## config.mk

```make
export PLATFORM = sky130hd
export DESIGN_NAME = instr_encoder
export DESIGN_NICKNAME = d
export VERILOG_FILES = /design/src/rtl/cpu_isa_pkg.sv /design/src/rtl/instr_field_pack.sv /design/src/rtl/instr_encoder.sv
export SDC_FILE = /design/constraint.sdc
export NUM_CORES = 1
export LEC_CHECK = 0
export CAP_MARGIN = 20
export CELL_PAD_IN_SITES_DETAIL_PLACEMENT = 0
export CELL_PAD_IN_SITES_GLOBAL_PLACEMENT = 1
export CORE_MARGIN = 2
export CORE_UTILIZATION = 33
export CTS_CLUSTER_SIZE = 28
export DETAILED_ROUTE_END_ITERATION = 8
export PLACE_DENSITY_LB_ADDON = 0.1
export SYNTH_ARGS = -nofsm -noshare
export SYNTH_HDL_FRONTEND = slang
export SYNTH_HIERARCHICAL = 1
export SYNTH_SLANG_ARGS = --single-unit
```

## constraint.sdc

```tcl
create_clock -name clk_i -period 3.49 [get_ports clk_i]
set_input_delay 0.698 -clock clk_i [delete_from_list [all_inputs] [get_ports clk_i]]
set_output_delay 0.698 -clock clk_i [all_outputs]
set_load 0.03 [all_outputs]
```

## src/rtl/cpu_isa_pkg.sv

```systemverilog
// Shared ISA definitions for the instruction encoder and the control decoder.
// Holds opcode constants, the NOP word, instruction field widths and the
// encoder FSM state encoding.
package cpu_isa_pkg;

  localparam int OP_W    = 6;
  localparam int REG_W   = 5;
  localparam int SHAMT_W = 5;
  localparam int FUNCT_W = 6;
  localparam int IMM_W   = 16;
  localparam int WORD_W  = 32;
  localparam int PAD_W   = 8;   // width of the NOP pad counter

  localparam logic [OP_W-1:0] OP_RTYPE = 6'b000000;
  localparam logic [OP_W-1:0] OP_ADDI  = 6'b001000;
  localparam logic [OP_W-1:0] OP_ORI   = 6'b001101;
  localparam logic [OP_W-1:0] OP_BEQ   = 6'b000100;
  localparam logic [OP_W-1:0] OP_LW    = 6'b100011;
  localparam logic [OP_W-1:0] OP_SW    = 6'b101011;
  localparam logic [OP_W-1:0] OP_BGT   = 6'b000111;
  localparam logic [OP_W-1:0] OP_BNEZ  = 6'b000101;
  localparam logic [OP_W-1:0] OP_BGEZ  = 6'b000001;

  // AND r0,r0,r0
  localparam logic [WORD_W-1:0] NOP_WORD = 32'h0000_0024;

  typedef enum logic [1:0] {
    ST_IDLE = 2'd0,
    ST_EMIT = 2'd1,
    ST_PAD  = 2'd2
  } enc_state_t;

  function automatic logic is_branch(input logic [OP_W-1:0] op);
    return (op == OP_BEQ) || (op == OP_BGT) || (op == OP_BNEZ) || (op == OP_BGEZ);
  endfunction

endpackage

```

## src/rtl/instr_field_pack.sv

```systemverilog
// Combinational field packer.
// Inputs : op, rs, rt, rd, funct, imm  -- raw instruction fields
// Outputs: word  -- encoded 32-bit instruction
//          valid -- opcode is supported
//          pad   -- number of NOPs that must follow this instruction
module instr_field_pack
  import cpu_isa_pkg::*;
#(
  parameter int BR_PAD = 3,
  parameter int LW_PAD = 1
) (
  input  logic [OP_W-1:0]    op,
  input  logic [REG_W-1:0]   rs,
  input  logic [REG_W-1:0]   rt,
  input  logic [REG_W-1:0]   rd,
  input  logic [FUNCT_W-1:0] funct,
  input  logic [IMM_W-1:0]   imm,
  output logic [WORD_W-1:0]  word,
  output logic               valid,
  output logic [PAD_W-1:0]   pad
);

  always_comb begin
    word  = '0;
    valid = 1'b0;
    pad   = '0;
    case (op)
      OP_RTYPE: begin
        word  = {op, rs, rt, rd, {SHAMT_W{1'b0}}, funct};
        valid = 1'b1;
      end
      OP_ADDI, OP_ORI, OP_SW: begin
        word  = {op, rs, rt, imm};
        valid = 1'b1;
      end
      OP_BEQ, OP_BGT, OP_BNEZ, OP_BGEZ: begin
        word  = {op, rs, rt, imm};
        valid = 1'b1;
        pad   = PAD_W'(BR_PAD);
      end
      OP_LW: begin
        word  = {op, rs, rt, imm};
        valid = 1'b1;
        pad   = PAD_W'(LW_PAD);
      end
      default: begin
        word  = '0;
        valid = 1'b0;
        pad   = '0;
      end
    endcase
  end

endmodule

```

## src/rtl/instr_encoder.sv

```systemverilog
// Instruction encoder: accepts decoded instruction requests, packs them into
// 32-bit words and streams them into instruction memory, inserting NOPs after
// branches and loads.
// Ports:
//   clk_i, rst_i (sync, active-low)
//   req_valid_i/req_ready_o handshake with fields req_op_i, req_rs_i,
//   req_rt_i, req_rd_i, req_funct_i, req_imm_i
//   im_we_o/im_addr_o/im_data_o  registered memory write port
//   err_o  sticky unsupported-opcode flag, full_o  sticky memory-full flag
module instr_encoder
  import cpu_isa_pkg::*;
#(
  parameter int IM_WORDS = 128,
  parameter int BR_PAD   = 3,
  parameter int LW_PAD   = 1
) (
  input  logic               clk_i,
  input  logic               rst_i,
  input  logic               req_valid_i,
  output logic               req_ready_o,
  input  logic [OP_W-1:0]    req_op_i,
  input  logic [REG_W-1:0]   req_rs_i,
  input  logic [REG_W-1:0]   req_rt_i,
  input  logic [REG_W-1:0]   req_rd_i,
  input  logic [FUNCT_W-1:0] req_funct_i,
  input  logic [IMM_W-1:0]   req_imm_i,
  output logic               im_we_o,
  output logic [31:0]        im_addr_o,
  output logic [WORD_W-1:0]  im_data_o,
  output logic               err_o,
  output logic               full_o
);

  // One extra bit so the word pointer can hold IM_WORDS after the last write.
  localparam int PTR_W = $clog2(IM_WORDS) + 1;

  enc_state_t           state_reg, state_next;
  logic [PAD_W-1:0]     pad_cnt_reg, pad_cnt_next;
  logic [PTR_W-1:0]     ptr_reg, ptr_next;
  logic                 we_reg, we_next;
  logic [31:0]          addr_reg, addr_next;
  logic [WORD_W-1:0]    data_reg, data_next;
  logic                 err_reg, err_next;
  logic                 full_reg, full_next;

  logic [WORD_W-1:0]    pk_word;
  logic                 pk_valid;
  logic [PAD_W-1:0]     pk_pad;
  logic                 accept;
  logic                 last_word;

  instr_field_pack #(
    .BR_PAD (BR_PAD),
    .LW_PAD (LW_PAD)
  ) u_pack (
    .op    (req_op_i),
    .rs    (req_rs_i),
    .rt    (req_rt_i),
    .rd    (req_rd_i),
    .funct (req_funct_i),
    .imm   (req_imm_i),
    .word  (pk_word),
    .valid (pk_valid),
    .pad   (pk_pad)
  );

  // Gated by rst_i so the encoder never advertises ready while held in reset.
  assign req_ready_o = rst_i && (state_reg == ST_IDLE) && !full_reg;
  assign accept      = req_valid_i && req_ready_o;
  // The write currently being scheduled targets the final memory word.
  assign last_word   = (ptr_reg == PTR_W'(IM_WORDS - 1));

  always_comb begin
    state_next   = state_reg;
    pad_cnt_next = pad_cnt_reg;
    ptr_next     = ptr_reg;
    we_next      = 1'b0;
    addr_next    = addr_reg;
    data_next    = data_reg;
    err_next     = err_reg;
    full_next    = full_reg;
    case (state_reg)
      ST_IDLE: begin
        if (accept) begin
          state_next = ST_EMIT;
          if (pk_valid) begin
            we_next      = 1'b1;
            data_next    = pk_word;
            addr_next    = 32'({ptr_reg, 2'b00});
            ptr_next     = ptr_reg + 1'b1;
            full_next    = full_reg | last_word;
            pad_cnt_next = pk_pad;
          end else begin
            // Unsupported opcode: consumed with no write and no address step.
            err_next     = 1'b1;
            pad_cnt_next = '0;
          end
        end
      end
      ST_EMIT, ST_PAD: begin
        // full_reg already reflects the write shown this cycle, so pads stop
        // as soon as the final word has been written.
        if ((pad_cnt_reg != '0) && !full_reg) begin
          state_next   = ST_PAD;
          we_next      = 1'b1;
          data_next    = NOP_WORD;
          addr_next    = 32'({ptr_reg, 2'b00});
          ptr_next     = ptr_reg + 1'b1;
          full_next    = full_reg | last_word;
          pad_cnt_next = pad_cnt_reg - 1'b1;
        end else begin
          state_next   = ST_IDLE;
          pad_cnt_next = '0;
        end
      end
      default: begin
        state_next   = ST_IDLE;
        pad_cnt_next = '0;
      end
    endcase
  end

  always_ff @(posedge clk_i) begin
    if (!rst_i) begin
      state_reg   <= ST_IDLE;
      pad_cnt_reg <= '0;
      ptr_reg     <= '0;
      we_reg      <= 1'b0;
      addr_reg    <= '0;
      data_reg    <= '0;
      err_reg     <= 1'b0;
      full_reg    <= 1'b0;
    end else begin
      state_reg   <= state_next;
      pad_cnt_reg <= pad_cnt_next;
      ptr_reg     <= ptr_next;
      we_reg      <= we_next;
      addr_reg    <= addr_next;
      data_reg    <= data_next;
      err_reg     <= err_next;
      full_reg    <= full_next;
    end
  end

  assign im_we_o   = we_reg;
  assign im_addr_o = addr_reg;
  assign im_data_o = data_reg;
  assign err_o     = err_reg;
  assign full_o    = full_reg;

endmodule

```

* Yosys cells after proc, flatten, opt, wreduce, memory -nomap -nowiden
Index checks and enable logic that the tools add are counted.
Word-level totals: memories 0, register bits 85, ROM bits 0, output and inout port bits 68, input port bits 46, word-level logic and storage cells 71, latch bits 0, memory bits (writable) 0
Operators by class: add/sub/neg operators 2, bitwise gates (word level) 2, equality and inequality tests 14, multiplexer cells 30, reduce and logical (&&, ||, !) cells 15, divide/modulo/power cells 0, order comparisons 0, shifts and indexed selects 0, multiply operators 0
Operator list (count):
- $mux 32 | 6
- $pmux 32 s2 | 3
- $mux 8 | 6
- $pmux 8 s2 | 2
- $eq 6x3->1 const B | 3
- $eq 6x4->1 const B | 2
- $eq 6x6->1 const B | 2
- $reduce_or 9->1 | 1
- $add 8x1->8 const B | 1
- $eq 8x7->1 const B | 1
- $pmux 2 s2 | 2
- $reduce_bool 8->1 | 1
- $reduce_or 8->1 | 1
- $sub 8x1->8 const B | 1
- $mux 1 | 7
- $eq 6x1->1 const B | 1
- $logic_not 6->1 | 1
- $ne 2x2->1 const B | 3
- $logic_and 1x1->1 | 4
- $mux 2 | 2
- $pmux 1 s2 | 2
- $reduce_and 4->1 | 1
- $reduce_or 4->1 | 1
- $reduce_and 3->1 | 1
- 8 further kinds | 8

* Logic depth before layout (Yosys ltp)
depth in word-level cells 6, gate-level depth with buffers 12

* Cells and area by module
The synthesis kept the hierarchy.
Modules (own cells, without submodules):
- instr_encoder | cells an instance 336, sequential area each 1221.2 um^2, instances 1, area each 2831.5 um^2
- instr_field_pack | cells an instance 65, sequential area each 0.0 um^2, instances 1, area each 511.7 um^2

* Worst setup path before layout
No wires, ideal clock.
path kind input to register, start input req_op_i[1], end register ptr_reg[5], buffers on the path 3, arrival time 2.643 ns, stages on the path 11, path slack 0.776 ns, setup time 0.071 ns, cell sequence buf_2 > a21boi_0 > a22o_2 > a21oi_1 > clkbuf_1 > inv_1 > nand4_1 > a21o_1 > clkbuf_1 > or4_1 > a21oi_1
On the way: word-level cells in the longest chain between the ends 5, elaborated cells on any way between the ends 13, those cells by class eq/ne (9); mux (1); reduce/logical (3)
RTL lines:
- from (decl) | RTL line instr_encoder.sv:21 | input logic [OP_W-1:0] req_op_i,
- $eq 6x4->1, or another cell as far along | RTL line instr_field_pack.sv:27 | case (op)
- $reduce_or 9->1 (no line) (*)
- $mux 1 (*) | RTL line instr_field_pack.sv:27
- named net pk_valid | RTL line instr_encoder.sv:47 | logic pk_valid;
- $ne 2x2->1 (no line) (*)
- $reduce_and 4->1 (no line) (*)
- to (signal assigned) | RTL line instr_encoder.sv:136 | ptr_reg <= ptr_next;
- to (decl) | RTL line instr_encoder.sv:39 | logic [PTR_W-1:0] ptr_reg, ptr_next;
The timed path passes the listed nets; every way through them passes the cells marked *. A chain may end at the register's enable or synchronous reset.

* Final worst setup path
start input req_op_i[0], end register data_reg[21], in the netlist im_data_o[21]
On the way: elaborated cells on any way between the ends 18, those cells by class eq/ne (9); mux (5); reduce/logical (4)
RTL lines:
- $eq 6x4->1, or another cell as far along | RTL line instr_field_pack.sv:27
- $reduce_or 9->1 (no line) (*)
- $mux 1 (*) | RTL line instr_field_pack.sv:27
- named net pk_valid | RTL line instr_encoder.sv:47
- $ne 2x2->1 (no line) (*)
- $reduce_and 4->1 (no line) (*)
- to (signal assigned) | RTL line instr_encoder.sv:139 | data_reg <= data_next;
- to (decl) | RTL line instr_encoder.sv:42 | logic [WORD_W-1:0] data_reg, data_next;
The timed path passes the listed nets; every way through them passes the cells marked *. The select of a mux whose other input is x is not followed.

==> impl_results.md <==
* Final Cell Area at 4460 µm²
* Routed via count at 2998
* Clock Tree Buf Depth at 2
* Hold Path Class: reg2reg
* Primary FF master, synth: dfxtp_1
* Remaining Overflow, GRT at 0
* Routed len/inst at 14.1 µm
* Area of the multi-input gates at 1840 µm²
* Number of antenna violations at the first check in global routing at 0
* Total die area at 11000 µm²
* Area leader, netlist: dfxtp_1
* Area of the mapped netlist at 3340 µm²
* Dominant cells by area after synthesis: dfxtp_1 (37%), buf_4 (7.0%), nand2_1 (6.3%)
* Critical path peak fanout at 18
* Compound-gate portion of the synthesized area at 17.9%
* Drt drc at 0
* Vias in the first global route at 2807
* Die W at 105 µm
* Setup Skew at 9.98 ps
* Initial Util at 34.0%
* Iter 0 DRT Violations at 111
* Seq/Total Area, Yosys at 36.5%
* Non-filler cells, final at 622
* WP data required at 3710 ps
* CTS Buf Count at 9
* Final hold viol count at 0
* TritonCTS clock tree: yes
* Detailed Place HPWL at 6250 µm
* Max Cap Viol at 0
* Routability cong. at 0.800
* Synth cell types at 57
* Fin crit share at 84.8%
* Worst slew margin at 47.7%
* Worst skew pair latency at 340 ps
* Final ANT Viol Nets at 0
* Post-synth EDFFs at 0
* Register area at 1220 µm²
* Pins over their slew limit at 0
* Crit path DAT at 3180 ps
* Ant diodes at 0
* Worst Setup End Kind: flop
* Startpoint Class: input port
* Setup TNS at 0 ps
* WS Path Type: in2reg
* # resized after CTS at 0
* Yosys warnings at 6
* Ratio of cells with drive above 1 in the final layout at 12.9%
* Xor and xnor area share after synthesis at 1.05%
* Placed cell area at 4240 µm²
* Static Leak at 1.65 nW
* Setup Buffers After CTS at 0
* #FFs+latches synth at 61
* Number of fill cells at 1034
* # clock sinks at 61
* Pin count of the biggest net entering global routing at 54
* Max FFs per register at 32
* Fin worst setup slack at 529 ps
* Worst Max-Slew Pin Slew at 785 ps
* Hold buffer count at CTS at 0
* Final Critical Period at 2960 ps
* CTS H-Tree Depth at 3
* Fin nets at 536
* Pwr dens at 435 nW/µm²
* Area share of the largest cell type after synthesis at 36.5%
* Area Growth Syn to Fin at 33.4%
* Vias per cell at 4.82
* Number of port buffers at 89
* First-pass GRT wire length at 14100 µm
* Post-Synth Adder-Cell Area at 2.54%
* Detailed Route WL at 8790 µm
* Placed cells at 606
* RSZ-0062 raised after global routing: no
* Final setup fails at 0
* Worst R2R Setup Slack at 1170 ps
* I/O pin total at 114
* Multiplexer share of the synthesized area at 4.49%
* Row Count at 36
* Mean Syn Cell Area at 8.34 µm²
* Core Area at 9820 µm²
* Total track usage at 16.1%
* Clock root buffer: clkbuf_8
* Status: complete, no violations
* Die Span Y at 105 µm
* Simple-Gate Fraction of Synth Area at 25.3%
* Post-Syn Instances at 401
* Max VDD drop at 0.197 mV
* Max Clock Freq at 338 MHz
* CTS clk-pin slew, worst paths at 70 ps
* Largest family of logic cells by synthesized area: simple AND/OR/NAND/NOR gates
* Synth async-reset ratio at 0%
* Drt pass-1 iters at 4
* Place WS at 173 ps
-- metrics by stage --
| stage | total power, mW | util, % | hold WS [ps] |
|---|---|---|---|
| after floorplan | 1.10 | - | 449 |
| after global placement | 1.23 | 43.1 | 436 |
| after detailed placement | 1.24 | 43.1 | 441 |
| after CTS | 1.97 | 45.4 | 453 |
| after global routing | 2.05 | 45.4 | 474 |
| final | 1.94 | 45.4 | 449 |
-- area by class of cell --
cell class                 count  share of cell area, %
multi-input combinational    301                   41.2
sequential                    61                   27.4
clock buffer                  12                   3.48
tap                          133                   3.73
inverter                      13                   1.09
clock inverter                 4                   1.57
timing repair buffer          98                   21.6
-- cells by family (layout without fill, tap and decap cells) --
logic type	after synthesis	after routing
and+or+nand+nor	158	158
AOI/OAI and AO/OA	86	86
buffers and inverters	68	127
DFF	61	61
muxes	15	15
adders and majority gates	7	7
xor gates and xnor gates	4	4
other	2	31
-- per-layer routing --
layer	up-vias	global-route usage, %	wire length (µm)
li1	1507	-	-
met1	1402	20.5	3960
met2	77	25.4	4170
met3	12	4.93	502
met4	0	6.48	157
met5	-	0	0
-- layout by cell type, fill, tap and decap left out, types with 7 or more instances in the layout --
master | Yosys | final
a21oi_1 | 11 | 10
a22o_2 | 12 | 12
and2_2 | 7 | 7
and2b_2 | 8 | 8
buf_4 | 31 | 9
clkbuf_8 | 0 | 11
clkdlybuf4s50_1 | 0 | 87
conb_1 | 2 | 31
dfxtp_1 | 61 | 61
inv_1 | 12 | 12
mux2i_1 | 15 | 15
nand2_1 | 56 | 56
nand2b_1 | 10 | 10
nand3_1 | 35 | 35
nor2_1 | 9 | 9
nor3_1 | 7 | 7
o21ai_0 | 24 | 24
o21ai_1 | 9 | 9
-- cell usage after synthesis (3+ instances only) --
master / count
dfxtp_1: 61
nand4_1: 3
clkbuf_1: 17
a22oi_1: 5
a21oi_1: 11
and2b_2: 8
inv_1: 12
and2_2: 7
nor2b_1: 4
nor3_1: 7
mux2i_1: 15
o22ai_1: 6
buf_4: 31
buf_6: 3
nand2b_1: 10
nor2_1: 9
ha_1: 6
nand2_1: 56
a22o_2: 12
o21ai_0: 24
nand3_1: 35
or4_1: 4
xnor2_1: 3
o21ai_1: 9
-- critical path: stages --
cell,delay (ps)
clkdlybuf4s50_1,610
a21boi_0,270
a22o_2,180
a21oi_1,70
inv_1,160
nand4_1,150
a21o_1,300
nor2_4,320
buf_4,290
o21ai_0,120
-- path summary, 6_finish.rpt --
check	start	end	cells past startpoint
max reg2reg	state_reg[1]	pad_cnt_reg[5]	7
max	req_op_i[0]	im_data_o[21]	10
min	im_data_o[7]	im_data_o[7]	2
min reg2reg	im_data_o[7]	im_data_o[7]	2
-- power breakdown --
part	internal, mW	switching, mW	leakage, nW	total (mW)
logic	0.186	0.284	1.04	0.470
clock network	0.439	0.286	0.116	0.725
registers	0.723	0.0246	0.493	0.747
(Power assumes the default switching activity.)
